[config.mk]
export PLATFORM = sky130hd
export DESIGN_NAME = store_logic_gen
export DESIGN_NICKNAME = d
export VERILOG_FILES = /design/src/rtl/bert_buf_pkg.sv /design/src/rtl/store_addr_counter.sv /design/src/rtl/store_logic_gen.sv
export SDC_FILE = /design/constraint.sdc
export NUM_CORES = 1
export LEC_CHECK = 0
export ABC_AREA = 1
export CORE_AREA = 2 2 209 211
export CTS_CLUSTER_DIAMETER = 150
export CTS_CLUSTER_SIZE = 20
export DETAILED_ROUTE_END_ITERATION = 12
export DIE_AREA = 0 0 211 213
export PLACE_DENSITY = 0.65
export SLEW_MARGIN = 20
export SYNTH_ARGS = -nofsm -noshare
export SYNTH_HDL_FRONTEND = slang
export SYNTH_SLANG_ARGS = --single-unit
[constraint.sdc]
create_clock -name clk -period 1.37 [get_ports clk]
set_input_delay 0.274 -clock clk [delete_from_list [all_inputs] [get_ports clk]]
set_output_delay 0.274 -clock clk [all_outputs]
set_load 0.05 [all_outputs]
[src/rtl/bert_buf_pkg.sv]
// Shared Q/K/V buffer definitions: tile FSM states and the
// matrix-to-BRAM-word size derivations used by fetch and store paths.
package bert_buf_pkg;

  typedef enum logic [1:0] {
    IDLE  = 2'd0,
    WRITE = 2'd1,
    DONE  = 2'd2
  } state_t;

  function automatic int elems_per_word(input int dw, input int nb);
    return dw / nb;
  endfunction

  function automatic int words_per_row(input int cols, input int dw,
                                       input int nb);
    return cols / elems_per_word(dw, nb);
  endfunction

  function automatic int total_words(input int rows, input int cols,
                                     input int dw, input int nb);
    return rows * words_per_row(cols, dw, nb);
  endfunction

endpackage

[src/rtl/store_addr_counter.sv]
// BRAM word address counter for the store path: wraps inside
// [OFFSET, OFFSET+TOTAL-1]; i_load reloads OFFSET and beats i_inc.
// Ports: clk, rst_n, i_load, i_inc, o_addr.
module store_addr_counter #(
  parameter int AW     = 16,
  parameter int OFFSET = 0,
  parameter int TOTAL  = 1
) (
  input  logic          clk,
  input  logic          rst_n,
  input  logic          i_load,
  input  logic          i_inc,
  output logic [AW-1:0] o_addr
);

  localparam logic [AW-1:0] FIRST = AW'(OFFSET);
  localparam logic [AW-1:0] LAST  = AW'(OFFSET + TOTAL - 1);

  logic [AW-1:0] r_addr;

  always_ff @(posedge clk or negedge rst_n) begin
    if (!rst_n) begin
      r_addr <= FIRST;
    end else if (i_load) begin
      r_addr <= FIRST;
    end else if (i_inc) begin
      r_addr <= (r_addr == LAST) ? FIRST : r_addr + AW'(1);
    end
  end

  assign o_addr = r_addr;

endmodule

[src/rtl/store_logic_gen.sv]
// Stores one tile of NUM_STORES_PER_TILE stream words into BRAM port A.
// Ports: clk, rst_n, start_store, reset_addr_counter, s_valid/s_data/
// s_ready stream, bram_en/we/addr/din, store_done, busy.
// Option STORE_STALL_CNT_EN adds stall_cycles (WRITE cycles without data).
module store_logic_gen
  import bert_buf_pkg::*;
#(
  parameter int NUM_STORES_PER_TILE = 32,
  parameter int ADDR_WIDTH          = 16,
  parameter int STORE_START_OFFSET  = 0,
  parameter int ORIGINAL_COLUMNS    = 768,
  parameter int ORIGINAL_ROWS       = 512,
  parameter int NUM_BITS            = 8,
  parameter int DATA_WIDTH          = 256
) (
  input  logic                  clk,
  input  logic                  rst_n,
  input  logic                  start_store,
  input  logic                  reset_addr_counter,
  input  logic                  s_valid,
  input  logic [DATA_WIDTH-1:0] s_data,
  output logic                  s_ready,
  output logic                  bram_en,
  output logic                  bram_we,
  output logic [ADDR_WIDTH-1:0] bram_addr,
  output logic [DATA_WIDTH-1:0] bram_din,
  output logic                  store_done,
  output logic                  busy
`ifdef STORE_STALL_CNT_EN
  ,
  output logic [15:0]           stall_cycles
`endif
);

  localparam int TOTAL_WORDS = total_words(ORIGINAL_ROWS,
    ORIGINAL_COLUMNS, DATA_WIDTH, NUM_BITS);
  localparam int WCW = (NUM_STORES_PER_TILE > 1) ?
    $clog2(NUM_STORES_PER_TILE) : 1;
  localparam logic [WCW-1:0] LAST_WORD = WCW'(NUM_STORES_PER_TILE - 1);

  if (longint'(STORE_START_OFFSET) + longint'(TOTAL_WORDS) >
      (longint'(1) << ADDR_WIDTH)) begin : g_cfg_err
    $error("store_logic_gen: address range exceeds ADDR_WIDTH");
  end

  state_t                r_state;
  state_t                w_state_nxt;
  logic [WCW-1:0]        r_word_cnt;
  logic                  r_wr;
  logic [ADDR_WIDTH-1:0] r_addr;
  logic [DATA_WIDTH-1:0] r_din;
  logic [ADDR_WIDTH-1:0] w_addr_cnt;
  logic                  w_hs;
  logic                  w_start;

  assign s_ready = (r_state == WRITE);
  assign w_hs    = s_valid & s_ready;
  assign w_start = (r_state == IDLE) & start_store;

  store_addr_counter #(
    .AW    (ADDR_WIDTH),
    .OFFSET(STORE_START_OFFSET),
    .TOTAL (TOTAL_WORDS)
  ) u_addr (
    .clk   (clk),
    .rst_n (rst_n),
    .i_load(reset_addr_counter),
    .i_inc (w_hs),
    .o_addr(w_addr_cnt)
  );

  always_ff @(posedge clk or negedge rst_n) begin
    if (!rst_n) r_state <= IDLE;
    else        r_state <= w_state_nxt;
  end

  always_comb begin
    w_state_nxt = r_state;
    unique case (r_state)
      IDLE:    if (start_store) w_state_nxt = WRITE;
      WRITE:   if (w_hs && r_word_cnt == LAST_WORD) w_state_nxt = DONE;
      DONE:    w_state_nxt = IDLE;
      default: w_state_nxt = IDLE;
    endcase
  end

  always_ff @(posedge clk or negedge rst_n) begin
    if (!rst_n) begin
      r_word_cnt <= '0;
    end else if (w_start) begin
      r_word_cnt <= '0;
    end else if (w_hs) begin
      r_word_cnt <= r_word_cnt + WCW'(1);
    end
  end

  // Write port lags the handshake by one cycle; addr/din hold between writes.
  always_ff @(posedge clk or negedge rst_n) begin
    if (!rst_n) begin
      r_wr   <= 1'b0;
      r_addr <= '0;
      r_din  <= '0;
    end else begin
      r_wr <= w_hs;
      if (w_hs) begin
        r_addr <= w_addr_cnt;
        r_din  <= s_data;
      end
    end
  end

  assign bram_en    = r_wr;
  assign bram_we    = r_wr;
  assign bram_addr  = r_addr;
  assign bram_din   = r_din;
  assign store_done = (r_state == DONE);
  assign busy       = (r_state == WRITE) | (r_state == DONE);

`ifdef STORE_STALL_CNT_EN
  logic [15:0] r_stall;

  always_ff @(posedge clk or negedge rst_n) begin
    if (!rst_n) begin
      r_stall <= '0;
    end else if (w_start) begin
      r_stall <= '0;
    end else if (r_state == WRITE && !s_valid && r_stall != 16'hFFFF) begin
      r_stall <= r_stall + 16'd1;
    end
  end

  assign stall_cycles = r_stall;
`endif

endmodule

* Yosys cells after proc, flatten, opt, wreduce, memory -nomap -nowiden *
Index checks and enable logic that the tools add are counted.

storage, ports and cells
  register bits after elaboration = 296
  output and inout port bits = 277
  logic and storage cells = 30

operators by class
  add/subtract/negate cells = 2
  equality and inequality tests = 6
  multiplexer cells = 8
  bitwise logic cells = 3
  reductions and logical operators = 5

operators by type and width
  operator                                               number
  2-to-1 mux 16 bit                                      3
  adder 16 x 1 -> 16 bit, second input constant          1
  equality test 16 x 14 -> 1 bit, second input constant  1
  2-to-1 mux 5 bit                                       2
  adder 5 x 1 -> 5 bit, second input constant            1
  equality test 5 bit, second input constant             1
  2-to-1 mux 2 bit                                       2
  one-hot mux 2 bit (2 select lines)                     1
  nonzero test 2 bit                                     2
  AND 1 bit                                              2
  equality test 2 x 1 -> 1 bit, second input constant    1
  equality test 2 bit, second input constant             1
  logical NOT 2 bit                                      1
  != test 2 x 1 -> 1 bit, second input constant          1
  != test 2 bit, second input constant                   1
  AND reduction 2 bit                                    1
  logical AND 1 bit                                      1
  OR 1 bit                                               1

* Longest topological paths before layout *
Gate-level depths: netlist of the first run.

  depth after elaboration = 5
  gate-level depth with buffers = 10

* Hierarchy *
Synthesis of the first run repeated with hierarchy kept, for this count alone.

unflattened totals
  cells, all modules = 1365
  area, all modules = 11731.3 µm²

modules (own cells, without submodules)
  module              times used  cells each  area each (µm²)
  store_logic_gen     1           1206        10677.7
  store_addr_counter  1           159         1053.5

* Worst setup path after synthesis of the first run *
Ideal clock, no wire load.

  kind = register to register
  from = register r_state[1]
  to = register u_addr.r_addr[8] (netlist: u_addr.o_addr[8])
  library setup time = 124 ps
  data arrival time = 1750 ps
  required time = 1246 ps
  setup slack = -503 ps
  stages on the path, launching flop included = 10
  path buffers = 1
  period minus slack after synthesis = 1873 ps
  cells stage by stage = dfrtp_1 -> inv_1 -> ha_1 -> nand2_2 -> inv_2 -> nor2_1 -> buf_4 -> nor2_1 -> xor2_1 -> nor2_1

on the way
  longest elaborated chain between the ends = 3

RTL lines
  item                          RTL line                  RTL
  from (decl)                   store_logic_gen.sv:46     state_t r_state;
  from (signal assigned)        store_logic_gen.sv:74     else r_state <= w_state_nxt;
  equality test 2 x 1 -> 1 bit  store_logic_gen.sv:56     assign s_ready = (r_state == WRITE);
  net s_ready                   store_logic_gen.sv:22     output logic s_ready,
  AND 1 bit                     store_logic_gen.sv:57     assign w_hs = s_valid & s_ready;
  nonzero test 2 bit (no line)  n/a
  to (signal assigned)          store_addr_counter.sv:27  r_addr <= (r_addr == LAST) ? FIRST : r_addr + AW'(1);
  to (decl)                     store_addr_counter.sv:19  logic [AW-1:0] r_addr;

The timed path passes the listed nets, and every way through them passes these cells.
A chain may end at the register's enable or synchronous reset.

* Worst setup path after layout of the first run *
  from = register r_state[0]
  to = register u_addr.r_addr[8] (netlist: u_addr.o_addr[8])

on the way
  longest elaborated chain between the ends = 3

RTL lines
  item                          RTL line
  equality test 2 x 1 -> 1 bit  store_logic_gen.sv:56
  AND 1 bit                     store_logic_gen.sv:57
  nonzero test 2 bit (no line)  n/a

No other way between the ends.

==> flow_summary.toml, run 1 <==
[setup_path]
rr_worst_depth = 10
critPathSlowestCell = "dfrtp_2"
cpMostUsedCell = "buf_6"
cp-endpoint = "u_addr.o_addr[8]$_DFFE_PN0P_"
endpoint_kind = "flop"
r2r_slack_ns = -0.39
worstPathRequired_ns = 1.78
critPathLaunchType = "flop"
cp_slowest_stage_delay_ns = 0.45
path_cells = "ha_4 > buf_6 > nand2_8 > inv_12 > buf_12 > nor2_4 > buf_6 > nor2_2 > xor2_1 > nor2_1"
r2r_start = "r_state[0]$_DFFE_PN0P_"
cp.arrival_ns = 2.17
critPathKind = "flop to flop"
critical_path.max_fanout = 6
worst_r2r_endpoint = "u_addr.o_addr[8]$_DFFE_PN0P_"
startpoint = "r_state[0]$_DFFE_PN0P_"

[detailed_routing]
ant_nets = 0
routed-via-count = 13100
drt_iter0_markers = 710
drt_pre_antenna_iters = 5
met3_length_mm = 4.36
routed_wl_mm = 59.0
routedWlPerCell_um = 21.4
m1WireLength_mm = 21.4
wl_met2_mm = 30.2
route.detailed.drc = 0
viasPerCell = 4.76
highest_layer = "met4"

[clock_network]
clock_latency_ns = 0.53
cts_buffer_depth = 3
numCtsBuffers = 18
cts_tree = "built"
cts.sinks = 296
htree_levels = 1
cts_root_buffer = "clkbuf_16"
clk_pin_slew_ns = 0.09

[sta]
finalHoldViolCount = 0
setup_ws_ns = -0.395
min_period_over_period = 1.29
finalHoldWorstSlack_ns = 0.211
setup_violations = 532
relSlewSlack = 0.765
fmax_mhz = 567
report.final.slew_viol_count = 0
rsz0062_at_grt = "yes"
worst_slew_pin_slew_ns = 0.352
skew_ns = 0.0250
period_minus_slack_ns = 1.76

[global_route]
grt_max_degree = 62
grtUsageTotal = 0.217
grt_pass1_vias = 13000
grt_pass1_wl_mm = 75.3
grt_antenna_before_repair = 0
gr-total-overflow = 0

[pwr]
sequentialPowerShare = 0.230
clockPowerShare = 0.078
share_comb_of_total_power = 0.692
leakagePower_nw = 13.8
ir_drop_mv = 1.67
p_switching_mw = 33.0
p_int_mw = 40.7
switching_share = 0.448
power_mw = 73.7
cellPowerDensity_nw_per_um2 = 2620

[yosys]
synth.ff_latch_count = 296
synth_top_area_cell = "dfrtp_1"
yosys.cell_count.top_type = "nand2_1"
netlist_area_um2 = 11600
syn_nets = 1601
yosysWarnings = 0
synth_top_cell_area_share = 0.639
synth-seq-area-share = 0.639
synth_cell_types = 25
synthCells = 1332
async_flop_share = 1.00
synth_edf_count = 0
yosys_most_used_dff = "dfrtp_1"
synth_area_per_cell_um2 = 8.71
yosys-top-cells-area = "dfrtp_1 (64%), nand2_1 (27%), buf_2 (1.9%)"
synthTopCellsByCount = "nand2_1 (841), dfrtp_1 (296), buf_2 (44)"

[cells_and_area]
areaGrowthSynthToFinish_pct = 142
antenna_cells = 0
seqCellArea_um2 = 7470
fillers = 2744
design_area_um2 = 28100
fin_nets = 2485
multi_input_area_um2 = 6420
drive_gt1_frac = 0.608

[hold_path]
min_path_type = "input port to async pin"

[placement]
place_area_um2 = 21000
hpwlAfterDp_mm = 31.0
gp_congestion = 0.876
place.port_buffers = 537

[die]
die_x_um = 211
initial_core_util = 0.272
num_rows = 76
die_h_um = 213
io_pins = 538
die-area_um2 = 44900
core_area_um2 = 42700

[status]
violations = "setup timing"
status = "complete, but fails checks"

[job]
cap_violations = 0
[power by group through the flow]
stage	Sequential, mW	Clock [mW]	Combinational [mW]
after floorplan	26.7	0	5.54
after global placement	16.4	0	36.1
after detailed placement	16.5	0	36.5
after CTS	16.4	5.76	44.6
after global routing	17.3	6.15	52.7
final	17.0	5.75	51.0
[what timing repair did]
item                                    CTS  global route
pin swaps                               115           156
hold buffers                              1             0
cloned                                   49            11
buffers inserted                        162           114
endpoints found under the setup margin  520           573
hold endpoints to repair                258             0
resized for setup                       368           680
[per-stage QoR]
step | TNS (ns) | util | setup WS [ns] | cells
after floorplan | -8.93 | - | -0.0748 | 1332
after detailed placement | -93.07 | 0.491 | -0.399 | 2427
after global routing | -98.98 | 0.658 | -0.450 | 2762
final | -76.43 | 0.658 | -0.395 | 2762
after global placement | -86.01 | 0.491 | -0.370 | 2427
after CTS | -74.51 | 0.591 | -0.399 | 2658
[layout by cell type (no fill, tap or decap), drive strengths merged, types with 4 or more instances in the layout]
cell	count
dfrtp	296
nand2	845
nand3	10
nor2	35
inv	27
clkdlybuf4s50	259
o21ai	27
xor2	4
clkbuf	30
a21oi	6
nand4	7
ha	8
buf	656
[how the worst min path moves through the flow]
stage | cells past startpoint | to | slack, ns | start
6_report | 2 | bram_din[65]$_DFFE_PN0P_ | 0.21 | rst_n
4_1_cts | 2 | bram_din[40]$_DFFE_PN0P_ | 0.19 | rst_n
3_5_place_dp | 1 | bram_din[40]$_DFFE_PN0P_ | 0.17 | rst_n
5_1_grt | 2 | bram_din[40]$_DFFE_PN0P_ | 0.21 | rst_n
2_1_floorplan | 0 | bram_addr[0]$_DFFE_PN0P_ | -0.02 | rst_n
3_3_place_gp | 1 | bram_din[40]$_DFFE_PN0P_ | 0.16 | rst_n
[sequential cells by signal, summed over array words and instances (netlist names)]
name and count:
bram_din 256, bram_addr 16, u_addr.o_addr 16, r_word_cnt 5
r_state 2, bram_en 1
[layout make-up]
cell class	count	area share
multi-input combinational	946	0.229
clock buffer	19	0.0169
sequential	296	0.266
clock inverter	1	0.00107
timing repair buffer	927	0.459
inverter	27	0.00414
tap	546	0.0243
[cell families (layout without fill, tap and decap cells)]
| logic type | count (synthesis) | in the layout | share of synthesized area |
|---|---|---|---|
| and+or+nand+nor | 897 | 897 | 0.297 |
| AOI/OAI and AO/OA | 36 | 36 | 0.0170 |
| buffers and inverters | 90 | 974 | 0.0348 |
| DFF | 296 | 296 | 0.639 |
| xor gates and xnor gates | 5 | 5 | 0.00378 |
| adders and majority gates | 8 | 8 | 0.00863 |
[routing by layer]
| layer | GRT usage | vias to the layer above |
|---|---|---|
| met4 | 0.0959 | 0 |
| met3 | 0.0599 | 205 |
| met1 | 0.250 | 6479 |
| li1 | - | 5815 |
| met5 | 0 | - |
| met2 | 0.378 | 637 |
[critical path, delay by kind of cell (launching register included)]
family | cells | cell delay, ns
XOR/XNOR | 1 | 0.20
AND/OR/NAND/NOR | 4 | 0.37
flip-flops | 1 | 0.45
buffers and inverters | 4 | 0.44
adder cells (fa/ha/maj) | 1 | 0.18
Note: power is estimated with default switching activity, not from simulation.
==> run 2, diff against run 1 <==
--- a/config.mk
+++ b/config.mk
@@ -5,14 +5,13 @@
 export SDC_FILE = /design/constraint.sdc
 export NUM_CORES = 1
 export LEC_CHECK = 0
-export ABC_AREA = 1
-export CORE_AREA = 2 2 209 211
+export CORE_AREA = 2 2 208 210
 export CTS_CLUSTER_DIAMETER = 150
 export CTS_CLUSTER_SIZE = 20
 export DETAILED_ROUTE_END_ITERATION = 12
-export DIE_AREA = 0 0 211 213
+export DIE_AREA = 0 0 210 212
 export PLACE_DENSITY = 0.65
-export SLEW_MARGIN = 20
+export SLEW_MARGIN = 30
 export SYNTH_ARGS = -nofsm -noshare
 export SYNTH_HDL_FRONTEND = slang
 export SYNTH_SLANG_ARGS = --single-unit
==> flow_summary.toml, run 2 <==
[status]
status = "complete, but fails checks"
violations = "setup timing"

[die]
io_pins = 538
num_rows = 76
die_h_um = 212
core_area_um2 = 42500
die_x_um = 210
initial_core_util = 0.270
die-area_um2 = 44500

[yosys]
synth-seq-area-share = 0.646
synth_edf_count = 0
synth_area_per_cell_um2 = 8.92
synth.ff_latch_count = 296
synthCells = 1286
yosys-top-cells-area = "dfrtp_1 (65%), nand2_1 (27%), clkbuf_1 (1.9%)"
synth_top_cell_area_share = 0.646
synthTopCellsByCount = "nand2_1 (827), dfrtp_1 (296), clkbuf_1 (59)"
netlist_area_um2 = 11500
async_flop_share = 1.00
yosysWarnings = 0
syn_nets = 1555
yosys_most_used_dff = "dfrtp_1"
yosys.cell_count.top_type = "nand2_1"
synth_cell_types = 38
synth_top_area_cell = "dfrtp_1"

[placement]
hpwlAfterDp_mm = 30.5
place_area_um2 = 21100
gp_congestion = 0.817
place_ws_ns = -0.500
dp_cells = 2403
place.port_buffers = 537

[sta]
period_minus_slack_ns = 1.88
relSlewSlack = 0.717
report.final.slew_viol_count = 0
worst_slew_pin_slew_ns = 0.421
finalHoldViolCount = 0
finalHoldWorstSlack_ns = 0.192
tns_ns = -92.72
rsz0062_at_grt = "yes"
setup_ws_ns = -0.510
setup_violations = 518
min_period_over_period = 1.37
fmax_mhz = 532
skew_ns = 0.0227

[detailed_routing]
routedWlPerCell_um = 21.0
viasPerCell = 4.67
ant_nets = 0
route.detailed.drc = 0
drt_pre_antenna_iters = 5
drt_iter0_markers = 554
routed_wl_mm = 55.4
routed-via-count = 12300

[setup_path]
endpoint_kind = "flop"
critPathKind = "flop to flop"
crit_family = "simple AND/OR/NAND/NOR gates"
path_cells = "or4b_4 > nor4_4 > buf_4 > o31ai_2 > a22o_2"
cp.arrival_ns = 2.29
critical_path.max_fanout = 4
crit_buf_inv = 1
cp_slowest_stage_delay_ns = 0.57
worstPathRequired_ns = 1.78
critPathSlowestCell = "or4b_4"
critPathLaunchType = "flop"

[clock_network]
clk_pin_slew_ns = 0.09
numCtsBuffers = 18
cts.sinks = 296
cts_tree = "built"
cts_root_buffer = "clkbuf_16"
cts_buffer_depth = 3
htree_levels = 1
clock_latency_ns = 0.53

[global_route]
grtUsageTotal = 0.225
grt_antenna_before_repair = 2
gr-total-overflow = 0
grt_max_degree = 68
grt_pass1_wl_mm = 76.9
grt_pass1_vias = 12800

[cells_and_area]
final_cell_mix = "nand2_1 (341), buf_12 (332), nand2_2 (302), dfrtp_1 (287), clkdlybuf4s50_1 (259)"
layout_commonest_cell = "nand2_1"
drive_gt1_frac = 0.545
areaGrowthSynthToFinish_pct = 136
stdcell_count = 2637
design_area_um2 = 27100
largest_reg_flops = 256
fin_util = 0.637
fin_nets = 2355

[hold_path]
min_path_type = "input port to async pin"

[pwr]
cellPowerDensity_nw_per_um2 = 2520
power_mw = 68.3
leakagePower_nw = 13.9
ir_drop_mv = 1.54

[job]
cap_violations = 0
-- run 2: changes by cell type in the layout (fill, tap and decap cells not counted), moves of 9 or more --
cell,previous run,this run
buf_12,316,332
buf_4,252,174
buf_8,23,10
dfrtp_1,249,287
dfrtp_2,47,9
inv_1,22,4
nand2_1,276,341
nand2_2,366,302
nand2_4,202,183
nor2_1,20,5
nor2_4,10,1
o21ai_1,15,3
-- run 2: cell type report --
| type | count | area [um^2] |
|---|---|---|
| Inverter | 7 | 57.6 |
| Multi-Input combinational cell | 917 | 6120 |
| Fill cell | 2923 | 15400 |
| Timing Repair Buffer | 845 | 12200 |
| Clock buffer | 19 | 475 |
| Antenna cell | 5 | 12.5 |
| Clock inverter | 1 | 30.0 |
| Tap cell | 546 | 683 |
| Timing Repair inverter | 1 | 20.0 |
| Sequential cell | 296 | 7420 |
-- run 2: timing repair --
action                     in CTS  in global routing
pin swaps                     409                198
buffers inserted              108                 65
setup endpoints to repair     561                573
hold buffers                    1                  0
hold endpoints to repair      187                  0
resized for setup             442                441
cloned                         60                  7
-- run 2: layer usage --
metal	routed length, um	GRT usage
met5	0	0
met4	2820	0.0990
met3	3870	0.0589
met2	28400	0.397
met1	20300	0.258
-- run 2: cell families (layout without fill, tap and decap cells) --
family,Yosys count,count (layout),synth area share
buffers and inverters,73,873,0.0245
AOI/OAI and AO/OA,33,33,0.0195
DFF,296,296,0.646
adders and majority gates,8,8,0.00873
muxes,2,2,0.00175
other,0,5,0
and+or+nand+nor,866,866,0.293
xor gates and xnor gates,8,8,0.00611
-- run 2: power by group --
| part | switching [mW] | leakage [nW] | internal, mW |
|---|---|---|---|
| clock network | 3.03 | 0.248 | 2.67 |
| registers | 4.10 | 3.74 | 12.4 |
| logic | 23.5 | 9.86 | 22.6 |
| total | 30.6 | 13.9 | 37.6 |
-- run 2: worst register-to-register path, delay by kind of cell (launching register included) --
family / cells / cell delay, ns
simple gates: 2 / 0.86
flops: 1 / 0.40
compound gates: 2 / 0.32
buf+inv: 1 / 0.20
-- run 2: path summary, 6_finish.rpt --
path	from	to	slack, ns	cells after the start
max	u_addr.o_addr[14]$_DFFE_PN0P_	u_addr.o_addr[13]$_DFFE_PN0P_	-0.51	5
min	rst_n	bram_din[79]$_DFFE_PN0P_	0.19	2
max reg2reg	u_addr.o_addr[14]$_DFFE_PN0P_	u_addr.o_addr[13]$_DFFE_PN0P_	-0.51	5
min reg2reg	bram_din[26]$_DFFE_PN0P_	bram_din[26]$_DFFE_PN0P_	0.53	2
max in group asynchronous	rst_n	bram_addr[15]$_DFFE_PN0P_	0.51	4
min in group clk	s_data[15]	bram_din[15]$_DFFE_PN0P_	0.28	3
